`src/rtl/riscv_pkg.sv`:
```
// Shared definitions for the MEM-stage access path: funct3 encodings and sequencer state.
package riscv_pkg;

  localparam logic [2:0] F3_LB  = 3'b000;
  localparam logic [2:0] F3_LH  = 3'b001;
  localparam logic [2:0] F3_LW  = 3'b010;
  localparam logic [2:0] F3_LBU = 3'b100;
  localparam logic [2:0] F3_LHU = 3'b101;
  localparam logic [2:0] F3_SB  = 3'b000;
  localparam logic [2:0] F3_SH  = 3'b001;
  localparam logic [2:0] F3_SW  = 3'b010;

  localparam int NUM_LANES = 4;
  localparam int VEC_W     = 8;

  typedef enum logic [1:0] {IDLE, BUSY} mac_state_t;

  // funct3[1:0] encodes size: 00 byte, 01 half, 1x word
  function automatic logic misalign(input logic [1:0] sz, input logic [1:0] off);
    return sz[1] ? (off != 2'b00) : (sz[0] & off[0]);
  endfunction

endpackage

```
`src/rtl/lsu_align.sv`:
```
// Combinational lane steering: byte enables, store replication, load lane select + extension.
module lsu_align
  import riscv_pkg::*;
(
  input  logic [2:0]  funct3,
  input  logic [1:0]  off,
  input  logic [31:0] wd,
  input  logic [31:0] rdata,
  output logic [3:0]  be,
  output logic [31:0] wdata,
  output logic [31:0] rdata_ext,
  output logic        misal
);

  logic [1:0]  sz;
  logic [31:0] sh;

  assign sz    = funct3[1:0];
  assign misal = misalign(sz, off);

  always_comb begin
    be = 4'b1111;
    case (sz)
      2'b00:   be = 4'b0001 << off;
      2'b01:   be = 4'b0011 << off;
      default: be = 4'b1111;
    endcase
  end

  for (genvar i = 0; i < NUM_LANES; i++) begin : g_lane
    assign wdata[VEC_W*i +: VEC_W] =
      (sz == 2'b00) ? wd[7:0] :
      (sz == 2'b01) ? wd[VEC_W*(i%2) +: VEC_W] :
                      wd[VEC_W*i +: VEC_W];
  end

  assign sh = rdata >> {off, 3'b000};

  always_comb begin
    rdata_ext = rdata;
    case (funct3)
      F3_LB:   rdata_ext = {{24{sh[7]}}, sh[7:0]};
      F3_LBU:  rdata_ext = {24'b0, sh[7:0]};
      F3_LH:   rdata_ext = {{16{sh[15]}}, sh[15:0]};
      F3_LHU:  rdata_ext = {16'b0, sh[15:0]};
      default: rdata_ext = rdata;
    endcase
  end

endmodule

```
`src/rtl/mem_access_ctrl.sv`:
```
// MEM-stage sequencer: one req/ready handshake per load/store, stalls the pipe while
// memory is busy, and turns misaligned or timed-out accesses into a WB bubble.
module mem_access_ctrl
  import riscv_pkg::*;
#(
  parameter int TIMEOUT = 255,
  parameter int CNT_W   = 8
) (
  input  logic        clk,
  input  logic        reset,
  input  logic        memreadM,
  input  logic        memwriteM,
  input  logic [2:0]  funct3M,
  input  logic [31:0] aluresultM,
  input  logic [31:0] writedataM,
  output logic        mem_req,
  output logic        mem_we,
  output logic [31:0] mem_addr,
  output logic [3:0]  mem_be,
  output logic [31:0] mem_wdata,
  input  logic        mem_ready,
  input  logic [31:0] mem_rdata,
  output logic [31:0] readdataM,
  output logic        stallM,
  output logic        flushW,
  output logic        misaligned,
  output logic        bus_err
);

  localparam logic [CNT_W-1:0] TO = CNT_W'(TIMEOUT);

  mac_state_t       state_q, state_d;
  logic [CNT_W-1:0] cnt_q, cnt_d;
  logic             access, is_load, abort;
  logic [3:0]       be;
  logic [31:0]      wdata, rdata_ext;
  logic             misal;

  lsu_align u_align (
    .funct3    (funct3M),
    .off       (aluresultM[1:0]),
    .wd        (writedataM),
    .rdata     (mem_rdata),
    .be        (be),
    .wdata     (wdata),
    .rdata_ext (rdata_ext),
    .misal     (misal)
  );

  // A new access is never started in a reset cycle
  assign access  = (memreadM | memwriteM) & reset;
  assign is_load = memreadM & ~memwriteM;

  always_ff @(posedge clk) begin
    if (!reset) begin
      state_q <= IDLE;
      cnt_q   <= '0;
    end else begin
      state_q <= state_d;
      cnt_q   <= cnt_d;
    end
  end

  always_comb begin
    state_d    = state_q;
    cnt_d      = cnt_q;
    mem_req    = 1'b0;
    misaligned = 1'b0;
    bus_err    = 1'b0;
    flushW     = 1'b0;
    abort      = 1'b0;
    case (state_q)
      IDLE: begin
        if (access) begin
          if (misal) begin
            misaligned = 1'b1;
            flushW     = 1'b1;
          end else begin
            mem_req = 1'b1;
            if (!mem_ready) begin
              state_d = BUSY;
              cnt_d   = CNT_W'(1);
            end
          end
        end
      end
      BUSY: begin
        mem_req = 1'b1;
        if (mem_ready) begin
          state_d = IDLE;
          cnt_d   = '0;
        end else if (cnt_q == TO) begin
          mem_req = 1'b0;
          abort   = 1'b1;
          bus_err = 1'b1;
          flushW  = 1'b1;
          state_d = IDLE;
          cnt_d   = '0;
        end else begin
          cnt_d = cnt_q + 1'b1;
        end
      end
      default: begin
        state_d = IDLE;
        cnt_d   = '0;
      end
    endcase
  end

  assign stallM    = mem_req & ~mem_ready & ~abort;
  // Bus side idles at zero whenever no request is outstanding
  assign mem_we    = mem_req & memwriteM;
  assign mem_addr  = mem_req ? {aluresultM[31:2], 2'b00} : 32'h0;
  assign mem_be    = mem_req ? be : 4'b0000;
  assign mem_wdata = mem_we ? wdata : 32'h0;
  assign readdataM = (mem_req & mem_ready & is_load) ? rdata_ext : 32'h0;

endmodule

```
`config.mk`:
```
export PLATFORM = sky130hd
export DESIGN_NAME = mem_access_ctrl
export DESIGN_NICKNAME = d
export VERILOG_FILES = /design/src/rtl/riscv_pkg.sv /design/src/rtl/lsu_align.sv /design/src/rtl/mem_access_ctrl.sv
export SDC_FILE = /design/constraint.sdc
export NUM_CORES = 1
export LEC_CHECK = 0
export ABC_AREA = 1
export BUFFER_PORTS_ARGS = -buffer_cell sky130_fd_sc_hd__clkbuf_2
export CORE_ASPECT_RATIO = 2
export CORE_MARGIN = 1.5
export CORE_UTILIZATION = 40
export DETAILED_ROUTE_END_ITERATION = 12
export PLACE_DENSITY_LB_ADDON = 0.15
export SETUP_SLACK_MARGIN = 0.5
export SLEW_MARGIN = 15
export SYNTH_ARGS = -nofsm -noshare
export SYNTH_HDL_FRONTEND = slang
export SYNTH_HIERARCHICAL = 1
export SYNTH_SLANG_ARGS = --single-unit
```
`constraint.sdc`:
```
create_clock -name clk -period 2.2 [get_ports clk]
set_input_delay 0.11 -clock clk [delete_from_list [all_inputs] [get_ports clk]]
set_output_delay 0.11 -clock clk [all_outputs]
set_load 0.01 [all_outputs]
```
# Word-level counts from Yosys, hierarchy flattened
# Index checks and enable logic that the tools add are counted.
# Widths: inputs -> output; s select.
classes:
  n_eq_ne: 10
  n_bitwise: 12
  n_reduce_logical: 6
  add_sub_neg: 1
  shift: 3
  muxes: 36
ops:
  columns: ["operator", "n"]
  rows:
  - ["$pmux 32 s4", 1]
  - ["$mux 32", 3]
  - ["$mux 8", 10]
  - ["$shr 32x5->16", 1]
  - ["$pmux 8 s2", 1]
  - ["$mux 1", 11]
  - ["$mux 2", 5]
  - ["$add 8x1->8 const B", 1]
  - ["$and 1x1->1", 8]
  - ["$eq 8x8->1 const B", 1]
  - ["$pmux 4 s2", 1]
  - ["$eq 3x3->1 const B", 2]
  - ["$ne 2x2->1 const B", 3]
  - ["$eq 2x1->1 const B", 2]
  - ["$logic_not 2->1", 2]
  - ["$mux 4", 1]
  - ["$pmux 1 s2", 2]
  - ["$pmux 2 s2", 1]
  - ["$reduce_and 4->1", 1]
  - ["$shl 1x2->4 const A", 1]
  - ["$shl 2x2->4 const A", 1]
  - ["$eq 3x1->1 const B", 1]
  - ["$logic_not 3->1", 1]
  - ["$ne 3x3->1 const B", 1]
  - ["other kinds (4)", 6]
totals:
  out_inout_bits: 106
  in_bits: 104
  wordCells: 70
  ff_bits: 10

# Longest topological paths before layout
# Gate-level depths: netlist of the first run.
depth:
  word_depth: 8
  mapped_depth: 12
  ltp_nobuf: 10

# Modules after synthesis
# The synthesis of the first run kept the hierarchy.
modules_own_cells:
  columns: ["module", "seq_area_each_um2", "cells_each", "area_each_um2", "instances"]
  rows:
  - ["mem_access_ctrl", 180.2, 297, 1416.4, 1]
  - ["lsu_align", 0.0, 263, 1266.2, 1]

# Worst setup path before layout of the first run
# No wires, ideal clock.
synth_path:
  kind: "reg-to-output"
  startpoint: "register cnt_q[0]"
  endpoint: "output port mem_wdata[10]"
  path_stages_with_launch: 12
  required_time_ns: 2.090
  arrival_time_ns: 1.570
  n_path_buf: 1
  path_slack_ns: 0.520
  cell_sequence: "dfxtp_1 ha_1 nand2_1 nor2_1 nand2_2 nor2_2 nand2_1 nand2_1 nor2_1 inv_1 buf_4 nor2_1"
synth_via:
  elab_chain_len: 6
synth_rtl:
  columns: ["element", "line_no", "text"]
  rows:
  - ["start: declaration", "mem_access_ctrl.sv:33", "logic [CNT_W-1:0] cnt_q, cnt_d;"]
  - ["start signal: assignment", "mem_access_ctrl.sv:60", "cnt_q <= cnt_d;"]
  - ["$eq 8x8->1", "mem_access_ctrl.sv:92", "end else if (cnt_q == TO) begin"]
  - ["$mux 1", "mem_access_ctrl.sv:92", null]
  - ["$mux 1", "mem_access_ctrl.sv:89", "if (mem_ready) begin"]
  - ["$pmux 1 s2", "mem_access_ctrl.sv:72", "case (state_q)"]
  - ["$and 1x1->1", "mem_access_ctrl.sv:112", "assign mem_we = mem_req & memwriteM;"]
  - ["net mem_we", "mem_access_ctrl.sv:17", "output logic mem_we,"]
  - ["$mux 32", "mem_access_ctrl.sv:115", "assign mem_wdata = mem_we ? wdata : 32'h0;"]
  - ["end: declaration", "mem_access_ctrl.sv:20", "output logic [31:0] mem_wdata,"]
# The timed path passes the listed nets, and every way through them passes these cells.

# Worst setup path after layout of the first run
layout_path:
  startpoint: "register cnt_q[0]"
  endpoint: "output port readdataM[28]"
layout_via:
  elab_chain_len: 7
layout_rtl:
  columns: ["element", "line_no", "text"]
  rows:
  - ["$eq 8x8->1", "mem_access_ctrl.sv:92", null]
  - ["$mux 1", "mem_access_ctrl.sv:92", null]
  - ["$mux 1", "mem_access_ctrl.sv:89", null]
  - ["$pmux 1 s2", "mem_access_ctrl.sv:72", null]
  - ["$and 1x1->1 (2 in series)", "mem_access_ctrl.sv:116", "assign readdataM = (mem_req & mem_ready & is_load) ? rdata_ext : 32'h0;"]
  - ["$mux 32", "mem_access_ctrl.sv:116", null]
  - ["end: declaration", "mem_access_ctrl.sv:23", "output logic [31:0] readdataM,"]
# No other way between the ends.

==> flow_summary.yaml, run 1 <==
run:
  cap_violations: 0
power_and_ir_drop:
  irDropWorstVdd_uv: 216
  switching_share_pct: 42.2
  switching_power_uw: 518
  finalPower_mw: 1.23
  seqPwrFrac_pct: 13.7
  clkPwrFrac_pct: 26.7
  powerDensity_mw_per_mm2: 288
  power.leakage_nw: 2.84
  p_int_uw: 709
  power_frac_comb_pct: 59.6
drt:
  vias: 4223
  ant_nets: 0
  drt_iter0_drc: 239
  dr.pass1.iters: 5
  wl_per_cell_um: 14.3
  avgViaCountPerCell: 4.95
  drc: 0
  drt-total-wl_um: 12200
setup_path:
  cp.required_ns: 2.09
  timing.rr.start: "cnt_q[0]"
  critPathKind: "reg -> out"
  worst_setup_path_start_kind: "flop"
  setup.worst_path.end_class: "output pin"
  reg2reg_depth: 11
  reg2reg_setup_slack_ns: 0.56
  rr_endpoint: "state_q[0]"
  cp_slowest_cell: "dfxtp_2"
  critPathArrivalTime_ns: 1.83
  path_cells: "ha_4, nand2_4, nor2_4, nand2_2, nor2_2, nand2_2, nand2_4, buf_12, inv_16, nand2_8, nor2_1, buf_2"
  worstPathMaxFanout: 8
  slowest_delay_ns: 0.35
cells_and_area:
  antennaDiodeCount: 0
  syn2layout_area_growth_pct: 59.1
  drive_gt1_share_pct: 41.4
  fin_nets: 871
placement:
  numPortBuffers: 207
  hpwl_um: 8290
  place.gp.congestion: 0.909
clocking:
  root_buffer: "clkbuf_16"
  cts.sinks: 9
  clockBufferDepth: 2
  cts_tree: "built"
  numCtsBuffers: 3
  path_clk_slew_ns: 0.04
  clk_latency_ns: 0.24
  htree_levels: 1
global_routing:
  grt_pass1_vias: 3806
  grt_max_degree: 44
  gr-total-overflow: 0
  grt_use_met2_pct: 62.0
  grt_pass1_wl_um: 17000
  use_met3_pct: 2.93
  antenna_found_initial: 0
  grt_busiest_layer: "met2"
  use_met1_pct: 27.2
  grt.total_usage_pct: 30.6
logic_synthesis:
  ys_async_sr_fraction_pct: 0
  ys_warn_count: 6
  synthTopCellsByArea: "nand2_1 20%, inv_1 17%, nor2_1 15%"
  synth_cells: 560
  synth_flop_cell: "dfxtp_1"
  ys_seq_area_share_pct: 6.72
  synth_edf_count: 0
  synth_area_per_cell_um2: 4.79
  synthDistinctLibCells: 26
  yosysTopAreaCellShare_pct: 20.0
  syn_area_mm2: 0.00268
  synth_area_leader_cell: "nand2_1"
  synth_seq_cells: 9
sta:
  setup_viol: 0
  worstMarginPinSlew_ns: 0.844
  period_share_pct: 88.2
  finalHoldViolations: 0
  period_needed_ns: 1.94
  rsz0062_at_grt: "true"
  slew_violations: 0
  fin_tns_setup_ns: 0
  fmax_ghz: 0.516
  skew_ns: 0.00517
  relSlewSlack_pct: 43.5
hold_path:
  hold_path_class: "in -> reg"
  holdCritStartpoint: "mem_ready"
  hold_depth: 2
  hold_end: "state_q[0]"
floorplan:
  start_util_pct: 40.8
  io_pins: 210
  rows: 42
  die_w_um: 60.9
  core-area_mm2: 0.00657
  fp.dieH_um: 119
  dieArea_mm2: 0.00724
run_status:
  status: "completed"
[flip-flops by register name (all words and copies together), names as in the netlist]
register  cells
cnt_q         8
state_q       1
[worst max path at each step]
stage | startpoint | end | slack, ns | cells past startpoint
floorplan | cnt_q[0] | mem_wdata[10] | 0.52 | 11
detailed placement | cnt_q[0] | mem_wdata[13] | 0.27 | 12
global route | cnt_q[0] | mem_wdata[14] | 0.22 | 12
global placement | aluresultM[0] | readdataM[8] | 0.36 | 12
finish | cnt_q[0] | readdataM[28] | 0.26 | 12
CTS | cnt_q[1] | readdataM[28] | 0.35 | 12
[synth_stat cells (2+ instances only)]
master      n
nand2_1   143
nor2_2     13
o21ai_0     9
inv_2       5
a21oi_1    15
nor2_1    108
nor3_1      4
o21ai_1    10
dfxtp_1     9
nor2_4      2
buf_6       7
buf_4      16
clkbuf_1    5
or2_2       2
buf_2       9
inv_1     118
nand3_1    58
nand4_1     3
nand2_2     4
nand3_2    14
[routing by layer]
layer	vias to the layer above	wire length (um)	part of all wire [%]
met4	0	754	6.2
met3	60	913	7.5
met2	277	6780	56
li1	2066	-	-
met1	1820	3770	31
met5	-	0	0
[cell usage in the layout, fill, tap and decap left out, types with 6 or more instances in the layout]
cell type	count
clkbuf_2	167
nand2_1	140
inv_1	116
nor2_1	85
nand3_1	58
buf_2	35
nor2_2	27
buf_4	20
a21oi_1	14
nand3_2	14
nor2_4	11
o21ai_1	10
o21ai_0	9
clkbuf_16	6
[per-stage QoR]
step,instance area (um2),utilization (%),instances,setup slack [ns],hold slack (ns)
floorplan,2690,-,561,0.520,0.187
global placement,3630,55.3,828,0.364,0.354
detailed placement,3630,55.3,828,0.275,0.355
CTS,4060,61.7,846,0.349,0.103
global route,4270,65.0,853,0.224,0.123
finish,4270,65.0,853,0.260,0.109
[kinds of logic after synthesis]
kind of cell | synth area share (%)
AO/OA/AOI/OAI | 6.58
adder cells (fa/ha/maj) | 0.466
buffers and inverters | 27.6
AND/OR/NAND/NOR | 58.5
flip-flops | 6.72
other | 0.140
[area by class of cell]
cell class	count	area, um2
multi-input cells	394	2000
well taps	88	110
inverters	123	483
clock buffers	4	78.8
flip-flops and latches	9	185
repair buffers	235	1420
fillers	650	2300
[what timing repair did]
action | 4_1_cts | 5_1_grt
hold buffers | 0 | 0
resized for setup | 46 | 72
setup endpoints to repair | 103 | 107
setup buffers | 9 | 4
pin swaps | 4 | 4
cloned | 5 | 3
[critical path, delay by kind of cell, from the launching register on]
kind / cells / cell delay (ns)
simple gates: 8 / 0.71
flops: 1 / 0.35
buf+inv: 3 / 0.37
fa+ha+maj: 1 / 0.15
[power by group through the flow]
stage | combinational, mW | sequential (mW) | clock (mW)
2_1_floorplan | 0.367 | 0.169 | 0
3_3_place_gp | 0.577 | 0.170 | 0
3_5_place_dp | 0.584 | 0.170 | 0
4_1_cts | 0.671 | 0.168 | 0.327
5_1_grt | 0.807 | 0.168 | 0.335
6_report | 0.732 | 0.168 | 0.327
No activity file was read; power rests on OpenSTA's default activity.
==> run 2: changes to the inputs <==
- ABC_AREA: 1 -> unset
==> run 2 against run 1 <==
Effect of this change: critical path depth down 4; total power shrank 0.55%; register-to-register slack better by 0.26 ns; clock power shrank 2%; critical path type unchanged; largest power group unchanged.
==> flow_summary.yaml, run 2 <==
sta:
  rsz0062_at_grt: "true"
  fin_tns_setup_ns: 0
  period_needed_ns: 1.80
  whs_ns: 0.183
  slew_violations: 0
  finalHoldViolations: 0
  skew_ns: 0.00180
  period_share_pct: 81.9
  fmax_ghz: 0.555
  setup_viol: 0
drt:
  wl_per_cell_um: 16.7
  ant_nets: 0
  routed.top_layer: "met4"
  drt-total-wl_um: 11100
  met2RoutedLength_um: 6130
  drt_iter0_drc: 191
  drc: 0
  dr.pass1.iters: 4
  wl_met3_um: 734
  vias: 3573
  avgViaCountPerCell: 5.36
  wl_met1_um: 3600
setup_path:
  timing.rr.start: "cnt_q[1]"
  worst_setup_path_start_kind: "flop"
  reg2reg_depth: 5
  setup.worst_path.end_class: "output pin"
  cp_slowest_cell: "dfxtp_4"
  crit_path_start: "cnt_q[1]"
  crit_buf_inv: 3
  cp.required_ns: 2.09
  worstPathMaxFanout: 8
  critPathKind: "reg -> out"
  cp-endpoint: "mem_wdata[28]"
  reg2reg_setup_slack_ns: 0.82
  path_cells: "ha_4, nand3_4, nor3_4, buf_12, buf_12, nor2_4, and3_1, clkbuf_2"
  critPathArrivalTime_ns: 1.69
  crit_path_frequent_cell: "buf_12"
  cp_num_cells: 8
  slowest_delay_ns: 0.35
  rr_endpoint: "cnt_q[2]"
  critical_path.top_delay_family: "simple AND/OR/NAND/NOR gates"
floorplan:
  dieArea_mm2: 0.00695
  start_util_pct: 41.1
  rows: 41
  core-area_mm2: 0.00626
  die_w_um: 59.7
  fp.dieH_um: 116
  io_pins: 210
placement:
  hpwl_um: 7430
  numPortBuffers: 207
  place.gp.congestion: 0.854
logic_synthesis:
  syn_area_mm2: 0.00257
  synthTopCellsByCount: "70 x and2_1, 36 x and3_1, 34 x nand2_1, 25 x o21ai_0, 23 x mux2_2"
  synth_flop_cell: "dfxtp_1"
  ys_warn_count: 6
  synthTopCellsByArea: "and2_1 17%, mux2_2 10%, and3_1 8.8%"
  synth_edf_count: 0
  synth_seq_cells: 9
  synth_area_leader_cell: "and2_1"
  yosysMostFrequentCell: "and2_1"
  yosysTopAreaCellShare_pct: 17.0
  ys_seq_area_share_pct: 7.00
  ys_async_sr_fraction_pct: 0
  synth_cells: 372
  synthDistinctLibCells: 49
  synth_area_per_cell_um2: 6.92
run_status:
  status: "completed"
cells_and_area:
  layout_commonest_cell: "clkbuf_2"
  final_cell_mix: "177 x clkbuf_2, 59 x and2_1, 36 x and3_1"
  reg_top3: "cnt_q: 8 flops, state_q: 1 flops"
  syn2layout_area_growth_pct: 65.9
  fin_nets: 687
  largest_register_ffs: 8
  antennaDiodeCount: 0
  top_register: "cnt_q"
  drive_gt1_share_pct: 55.1
clocking:
  htree_levels: 1
  numCtsBuffers: 3
  clockBufferDepth: 2
  root_buffer: "clkbuf_16"
  cts_hold_buf: 0
  cts_tree: "built"
  clk_latency_ns: 0.23
  path_clk_slew_ns: 0.04
  cts.sinks: 9
global_routing:
  grt.total_usage_pct: 27.9
  antenna_found_initial: 0
  grt_pass1_vias: 3201
  grt_max_degree: 56
  gr-total-overflow: 0
  grt_pass1_wl_um: 15000
hold_path:
  hold_depth: 2
  hold_path_class: "in -> reg"
power_and_ir_drop:
  power.leakage_nw: 2.31
  powerDensity_mw_per_mm2: 286
  irDropWorstVdd_uv: 193
run:
  cap_violations: 0
## run 2: changes by cell type in the layout (fill, tap and decap cells not counted), moves of 14 or more
cell	before	now
nor2_1	85	7
nand3_2	14	0
buf_2	35	18
nor2_2	27	1
and2_1	0	59
inv_1	116	11
mux2_2	0	23
nand3_1	58	3
mux2i_1	0	17
nand2_1	140	34
and3_1	1	36
## run 2: timing repair
| item | in CTS | in global routing |
|---|---|---|
| hold endpoints to repair | 0 | 0 |
| setup endpoints to repair | 106 | 106 |
| resized for setup | 28 | 83 |
| buffers inserted | 8 | 12 |
| pin swaps | 17 | 23 |
| cloned | 6 | 4 |
## run 2: area by class of cell
| cell class | count | area [um2] |
|---|---|---|
| multi-input cells | 317 | 2300 |
| flip-flops and latches | 9 | 203 |
| clock buffers | 4 | 78.8 |
| well taps | 86 | 108 |
| fillers | 546 | 1990 |
| inverters | 12 | 45.0 |
| repair buffers | 239 | 1540 |
## run 2: cell families after synthesis
group,share of synthesized area (%)
fa+ha+maj,0.486
flops,7.00
compound gates,20.6
mux,17.5
simple gates,42.8
other cells,0.146
buf+inv,11.5
## run 2: layer usage
| layer | global-route usage [%] | up-vias |
|---|---|---|
| li1 | - | 1716 |
| met1 | 28.4 | 1631 |
| met2 | 52.0 | 186 |
| met3 | 3.88 | 40 |
| met4 | 15.3 | 0 |
| met5 | 0 | - |
## run 2: metrics by stage
stage | setup slack [ns] | std cells | utilization (%) | instance area [um2] | total power, mW
global placement | 0.138 | 633 | 56.5 | 3530 | 0.732
CTS | 0.436 | 651 | 61.8 | 3870 | 1.12
floorplan | 0.511 | 373 | - | 2580 | 0.534
detailed placement | 0.0844 | 633 | 56.5 | 3530 | 0.739
global route | 0.359 | 667 | 68.2 | 4270 | 1.28
finish | 0.398 | 667 | 68.2 | 4270 | 1.22
## run 2: worst min path at each step
| stage | startpoint | to | slack (ns) |
|---|---|---|---|
| 3_3_place_gp | reset | cnt_q[0] | 0.41 |
| 5_1_grt | reset | state_q[0] | 0.19 |
| 3_5_place_dp | reset | cnt_q[0] | 0.42 |
| 4_1_cts | reset | cnt_q[0] | 0.18 |
| 6_report | reset | state_q[0] | 0.18 |
| 2_1_floorplan | reset | cnt_q[0] | 0.23 |
## run 2: where the power goes
group,switching (mW),internal [mW],total (mW)
combinational,0.363,0.371,0.734
sequential,0.00335,0.161,0.165
clock,0.0794,0.242,0.322
total,0.446,0.775,1.22
